$ cat config.mk
export PLATFORM = sky130hd
export DESIGN_NAME = sp_ram_word_bridge_flat
export DESIGN_NICKNAME = d
export VERILOG_FILES = /design/src/rtl/sp_ram_word_bridge_if.sv /design/src/rtl/sp_ram_word_bridge.sv /design/src/flat_wrapper.sv
export SDC_FILE = /design/constraint.sdc
export NUM_CORES = 1
export LEC_CHECK = 0
export CAP_MARGIN = 0
export CORE_UTILIZATION = 41
export CTS_CLUSTER_SIZE = 8
export DETAILED_ROUTE_END_ITERATION = 7
export GPL_ROUTABILITY_DRIVEN = 1
export PLACE_DENSITY = 0.78
export SLEW_MARGIN = 20
export SYNTH_ARGS = -nofsm -noshare
export SYNTH_HDL_FRONTEND = slang
export SYNTH_SLANG_ARGS = --single-unit
$ cat constraint.sdc
create_clock -name clk -period 2.8 [get_ports clk]
set_clock_uncertainty 0.05 [all_clocks]
set_input_delay 0.56 -clock clk [delete_from_list [all_inputs] [get_ports clk]]
set_output_delay 0.56 -clock clk [all_outputs]
set_load 0.05 [all_outputs]
$ cat src/rtl/sp_ram_word_bridge_if.sv
// Bus bundle between a picorv32 native memory port, the word-to-byte bridge
// and one byte-wide single-port block RAM.
interface sp_ram_word_bridge_if #(
    parameter int unsigned ADDR_BITS = 11
);
    // CPU side
    logic                 mem_valid;
    logic                 mem_sel;
    logic [31:0]          mem_addr;
    logic [3:0]           mem_wstrb;
    logic [31:0]          mem_wdata;
    logic                 mem_ready;
    logic [31:0]          mem_rdata;

    // RAM side
    logic                 ram_ce;
    logic                 ram_oce;
    logic                 ram_wre;
    logic [ADDR_BITS-1:0] ram_ad;
    logic [7:0]           ram_din;
    logic [7:0]           ram_dout;

    // Environment view: CPU issuing requests plus the RAM answering reads
    modport master (
        output mem_valid, mem_sel, mem_addr, mem_wstrb, mem_wdata,
        input  mem_ready, mem_rdata,
        input  ram_ce, ram_oce, ram_wre, ram_ad, ram_din,
        output ram_dout
    );

    // Bridge view
    modport slave (
        input  mem_valid, mem_sel, mem_addr, mem_wstrb, mem_wdata,
        output mem_ready, mem_rdata,
        output ram_ce, ram_oce, ram_wre, ram_ad, ram_din,
        input  ram_dout
    );
endinterface

$ cat src/rtl/sp_ram_word_bridge.sv
// Splits each 32-bit picorv32 transaction into four sequential byte accesses
// on a 2048x8 single-port block RAM with one-cycle read latency.
module sp_ram_word_bridge #(
    parameter int unsigned ADDR_BITS = 11
) (
    input  logic                clk,
    input  logic                reset,
    sp_ram_word_bridge_if.slave bus
);

    localparam int unsigned IDX_W = ADDR_BITS - 2;

    typedef enum logic [2:0] {
        S_IDLE    = 3'd0,
        S_RD      = 3'd1,
        S_RD_TAIL = 3'd2,
        S_WR      = 3'd3,
        S_DONE    = 3'd4
    } state_t;

    state_t            state_q;
    logic [1:0]        cnt_q;
    logic [IDX_W-1:0]  idx_q;
    logic [3:0]        wstrb_q;
    logic [31:0]       wdata_q;
    logic              ready_q;
    logic [31:0]       rdata_q;

    logic              ram_ce_c;
    logic              ram_wre_c;
    logic [ADDR_BITS-1:0] ram_ad_c;
    logic [7:0]        ram_din_c;
    logic [1:0]        prev_byte_c;

    // Word offset bits and the region above the RAM are decoded elsewhere
    logic unused_addr_bits;
    assign unused_addr_bits = ^{bus.mem_addr[31:ADDR_BITS], bus.mem_addr[1:0]};

    // Byte whose read data arrives on ram_dout during an RD cycle
    assign prev_byte_c = cnt_q - 2'd1;

    // Sequencer: latches the request, steps the byte counter, assembles read data
    always_ff @(posedge clk or posedge reset) begin
        if (reset) begin
            state_q <= S_IDLE;
            cnt_q   <= 2'd0;
            idx_q   <= '0;
            wstrb_q <= 4'd0;
            wdata_q <= 32'd0;
            ready_q <= 1'b0;
            rdata_q <= 32'd0;
        end else begin
            ready_q <= 1'b0;
            case (state_q)
                S_IDLE: begin
                    if (bus.mem_valid && bus.mem_sel) begin
                        idx_q   <= bus.mem_addr[ADDR_BITS-1:2];
                        wstrb_q <= bus.mem_wstrb;
                        wdata_q <= bus.mem_wdata;
                        cnt_q   <= 2'd0;
                        state_q <= (bus.mem_wstrb == 4'd0) ? S_RD : S_WR;
                    end
                end
                S_RD: begin
                    if (cnt_q != 2'd0) begin
                        rdata_q[{prev_byte_c, 3'b000} +: 8] <= bus.ram_dout;
                    end
                    cnt_q <= cnt_q + 2'd1;
                    if (cnt_q == 2'd3) begin
                        state_q <= S_RD_TAIL;
                    end
                end
                S_RD_TAIL: begin
                    rdata_q[31:24] <= bus.ram_dout;
                    ready_q        <= 1'b1;
                    state_q        <= S_DONE;
                end
                S_WR: begin
                    cnt_q <= cnt_q + 2'd1;
                    if (cnt_q == 2'd3) begin
                        ready_q <= 1'b1;
                        state_q <= S_DONE;
                    end
                end
                S_DONE: begin
                    state_q <= S_IDLE;
                end
                default: begin
                    state_q <= S_IDLE;
                end
            endcase
        end
    end

    // RAM strobes decoded from state so that reset drops them immediately
    always_comb begin
        ram_ce_c  = 1'b0;
        ram_wre_c = 1'b0;
        ram_ad_c  = '0;
        ram_din_c = 8'd0;
        case (state_q)
            S_RD: begin
                ram_ce_c = 1'b1;
                ram_ad_c = {idx_q, cnt_q};
            end
            S_WR: begin
                ram_ce_c  = wstrb_q[cnt_q];
                ram_wre_c = wstrb_q[cnt_q];
                ram_ad_c  = {idx_q, cnt_q};
                ram_din_c = wdata_q[{cnt_q, 3'b000} +: 8];
            end
            default: begin
            end
        endcase
    end

    assign bus.ram_ce    = ram_ce_c;
    assign bus.ram_oce   = ram_ce_c;
    assign bus.ram_wre   = ram_wre_c;
    assign bus.ram_ad    = ram_ad_c;
    assign bus.ram_din   = ram_din_c;
    assign bus.mem_ready = ready_q;
    assign bus.mem_rdata = rdata_q;

endmodule

$ cat src/flat_wrapper.sv
// flat-port wrapper written by rule: the top's interface ports become plain ports
module sp_ram_word_bridge_flat 
#(
    parameter int unsigned ADDR_BITS = 11
)
  (clk, reset, bus_mem_valid, bus_mem_sel, bus_mem_addr, bus_mem_wstrb, bus_mem_wdata, bus_mem_ready, bus_mem_rdata, bus_ram_ce, bus_ram_oce, bus_ram_wre, bus_ram_ad, bus_ram_din, bus_ram_dout);
  sp_ram_word_bridge_if #(.ADDR_BITS(ADDR_BITS)) bus_i ();
  input  logic clk;
  input  logic reset;
  input wire logic [$bits(bus_i.mem_valid)-1:0] bus_mem_valid;
  input wire logic [$bits(bus_i.mem_sel)-1:0] bus_mem_sel;
  input wire logic [$bits(bus_i.mem_addr)-1:0] bus_mem_addr;
  input wire logic [$bits(bus_i.mem_wstrb)-1:0] bus_mem_wstrb;
  input wire logic [$bits(bus_i.mem_wdata)-1:0] bus_mem_wdata;
  output wire logic [$bits(bus_i.mem_ready)-1:0] bus_mem_ready;
  output wire logic [$bits(bus_i.mem_rdata)-1:0] bus_mem_rdata;
  output wire logic [$bits(bus_i.ram_ce)-1:0] bus_ram_ce;
  output wire logic [$bits(bus_i.ram_oce)-1:0] bus_ram_oce;
  output wire logic [$bits(bus_i.ram_wre)-1:0] bus_ram_wre;
  output wire logic [$bits(bus_i.ram_ad)-1:0] bus_ram_ad;
  output wire logic [$bits(bus_i.ram_din)-1:0] bus_ram_din;
  input wire logic [$bits(bus_i.ram_dout)-1:0] bus_ram_dout;
  assign bus_i.mem_valid = bus_mem_valid;
  assign bus_i.mem_sel = bus_mem_sel;
  assign bus_i.mem_addr = bus_mem_addr;
  assign bus_i.mem_wstrb = bus_mem_wstrb;
  assign bus_i.mem_wdata = bus_mem_wdata;
  assign bus_mem_ready = bus_i.mem_ready;
  assign bus_mem_rdata = bus_i.mem_rdata;
  assign bus_ram_ce = bus_i.ram_ce;
  assign bus_ram_oce = bus_i.ram_oce;
  assign bus_ram_wre = bus_i.ram_wre;
  assign bus_ram_ad = bus_i.ram_ad;
  assign bus_ram_din = bus_i.ram_din;
  assign bus_i.ram_dout = bus_ram_dout;
  sp_ram_word_bridge #(.ADDR_BITS(ADDR_BITS)) u_core (.clk(clk), .reset(reset), .bus(bus_i));
endmodule
==> metrics.md <==
| Metric | Value |
|---|---|
| Status | complete, but fails checks |
| Violated checks | design-rule violations |
| Placer Congestion | 0.7681 |
| Post-CTS Hold Fix Bufs | 0 |
| Routed Antenna Nets | 0 |
| Syn_nets | 400 |
| Startpoint types | flip-flop |
| Largest net degree at the start of global routing | 84 |
| Synth-to-Final Area Change | 34.66% |
| Total of max-cap violations | 0 |
| Syn Inst Count | 313 |
| Die Ht | 98.19 µm |
| Library cells used by synthesis | 33 |
| Slew @ Worst Pin | 559.7 ps |
| PD cells | 1257 mW/mm² |
| Net load switching power | 2.916 mW |
| Layout cells sized above 1 | 0.2150 |
| Dpl ws | 262.4 ps |
| Max incr delay on CP | 620 ps |
| Period utilisation layout | 0.9141 |
| Drt drc | 10 |
| CTS tree | built |
| Max H-tree Level | 3 |
| RSZ-0062 raised after global routing | false |
| Initial Util | 0.4287 |
| Final setup viols | 0 |
| Post-Layout Cell Count | 536 |
| F_max | 390.7 MHz |
| Syn Area/Cell | 12.12 µm² |
| Antenna violations before repair | 0 |
| Maximum vdd drop | 0.6320 mV |
| CP max stage cell | dfrtp_2 |
| First-pass DRT Iterations | 7 |
| Worst Hold Path Cells | 1 |
| N_diodes | 0 |
| Clk network pwr share | 0.122 |
| Worst hold path type | reg2reg |
| Most frequent cells in the layout | 89 x clkdlybuf4s50_1, 82 x dfrtp_1, 67 x nand2_1 |
| Fin area | 0.005109 mm² |
| Die Wd | 98.19 µm |
| Global Route Usage Sum | 0.1799 |
| Combinational group share of total power | 0.533 |
| Leading cell type in the layout, fill and taps excluded | clkdlybuf4s50_1 |
| DIE AREA | 0.009641 mm² |
| Ports | 135 |
| Post-Place Cells | 520 |
| CP Cell Sequence | mux4_2 -> and3_1 -> buf_4 |
| Post-CTS setup buffers | 0 |
| Slew headroom | 0.6266 |
| Worst skew pair latency | 350 ps |
| Mapped Area | 0.003794 mm² |
| Int Pwr | 3.507 mW |
| TritonCTS Buffers | 9 |
| Clk sinks | 83 |
| Row cnt | 34 |
| DP HPWL | 5945 µm |
| Setup_tns | 0 ps |
| Sequential share of power | 0.345 |
| Yosys warnings | 0 |
| Pleak | 2.200 nW |
| Area post-placement | 0.004930 mm² |
| WS Path Type | reg2out |
| 1st-iter DRT viols | 93 |
| IO buf count | 111 |
| WL/cell | 15.12 µm |
| Root Buffer | clkbuf_8 |
| First-pass GRT wire length | 13570 µm |
| Vias in the first global route | 2829 |
| GRT Residual Overflow | 0 |
| Total number of vias | 2715 |
| Detailed Route WL | 8102 µm |
| Tmin final | 2559 ps |
| Clk buf depth | 2 |
| Final Worst Setup Slack | 240.6 ps |
| Critical Path End Type | output pin |
| Seq/Total Area, Yosys | 0.5475 |
| Switching part of the total | 0.4540 |
| Core ar. | 0.008848 mm² |
| Final max-slew violation count | 0 |
| Final hold violation count | 0 |
| Nets | 510 |
| DR vias/cell | 5.065 |
| Critical path fanouts, max | 13 |
| Reg2Reg Depth | 6 |
| WP data arrival | 1950 ps |
| #FFs+latches synth | 83 |
| Worst EP required | 2190 ps |
| Clock slew at reported path FFs | 80 ps |
-- metal layers --
layer  GRT usage  vias up  wire, µm
li1            -     1295         -
met1      0.2291     1310      3613
met2      0.2887      103      3763
met3     0.06084        7       656
met4     0.06085        0        69
met5           0        -         0
-- per-stage QoR --
step	hold WS (ps)	power, mW	util
6_report	432.4	6.423	0.5773
5_1_grt	447.4	6.821	0.5773
4_1_cts	437.8	6.479	0.5773
3_5_place_dp	420.3	5.697	0.5571
3_3_place_gp	411.6	5.589	0.5571
2_1_floorplan	398.9	4.665	-
-- power groups by stage --
stage	clock, mW	sequential [mW]	combinational [mW]
finish	0.786	2.21	3.42
global route	0.859	2.31	3.65
CTS	0.804	2.22	3.45
detailed placement	0	2.25	3.45
global placement	0	2.22	3.37
floorplan	0	2.90	1.76
-- repair_timing --
action / in CTS / in global routing
setup endpoints to repair: 11 / 0
endpoints found under the hold margin: 0 / 0
gates resized for setup: 1 / 0
-- final timing paths --
check	endpoint	slack, ps	startpoint
min reg2reg	u_core.idx_q[6]	430	u_core.idx_q[6]
min	u_core.idx_q[6]	430	u_core.idx_q[6]
max in group asynchronous	u_core.cnt_q[0]	1790	reset
max reg2reg	u_core.bus.mem_rdata[25]	600	u_core.cnt_q[1]
max	bus_ram_wre	240	u_core.cnt_q[0]
min in group asynchronous	u_core.wdata_q[13]	570	reset
-- kinds of logic after synthesis --
| group | Yosys count | share of synthesized area |
|---|---|---|
| AO/OA/AOI/OAI | 41 | 0.05969 |
| adder cells (fa/ha/maj) | 7 | 0.02309 |
| buffers and inverters | 21 | 0.03859 |
| flip-flops | 83 | 0.5475 |
| multiplexers | 54 | 0.1870 |
| AND/OR/NAND/NOR | 107 | 0.1441 |
-- cell type report --
type	instances	area [µm²]
Clock buffer	10	137.6
Inverter	4	16.27
Fill cell	741	3740
Sequential cell	83	2078
Multi-Input combinational cell	209	1570
Tap cell	108	135.1
Timing Repair Buffer	116	1131
Clock inverter	6	40.04
-- sequential cells by signal (all words and copies together), names as in the netlist --
signal / flops
u_core.cnt_q: 2
u_core.bus.mem_ready: 1
u_core.wdata_q: 32
u_core.bus.mem_rdata: 32
u_core.state_q: 3
u_core.wstrb_q: 4
u_core.idx_q: 9
-- synthesized netlist by cell type --
library cell   n  share of area
and4bb_2       1         0.0033
and2_1         9          0.015
clkbuf_1       4         0.0040
mux2_1        18          0.053
or4_1          1         0.0020
buf_2          3         0.0040
nor4_2         1         0.0033
o21bai_1       1         0.0020
nand3_2        3         0.0079
mux2_2        27          0.080
nor4_4         1         0.0056
mux4_2         9          0.053
nand2b_1       2         0.0033
o31ai_1        1         0.0020
nor3b_2        1         0.0033
nor2b_1        2         0.0033
ha_1           7          0.023
o21bai_2       1         0.0030
a21oi_1        3         0.0040
dfrtp_1       83           0.55
nor3_4         1         0.0043
nor2_1         5         0.0049
and3_1        10          0.016
nor3_1         1         0.0013
or3_1          1         0.0017
o21ai_1       13          0.017
nand2_1       67          0.066
and2b_2        1         0.0023
buf_4          3         0.0059
o2bb2ai_2      1         0.0040
buf_6          7          0.021
inv_1          4         0.0040
o21ai_0       21          0.028
-- worst max-delay path, delay by kind of cell, from the launching register on --
| kind | cells | cell delay (ps) |
|---|---|---|
| buffers and inverters | 1 | 190 |
| flip-flops | 1 | 620 |
| multiplexers | 1 | 570 |
| AND/OR/NAND/NOR | 1 | 210 |
Power figures use the tool's default switching activity.
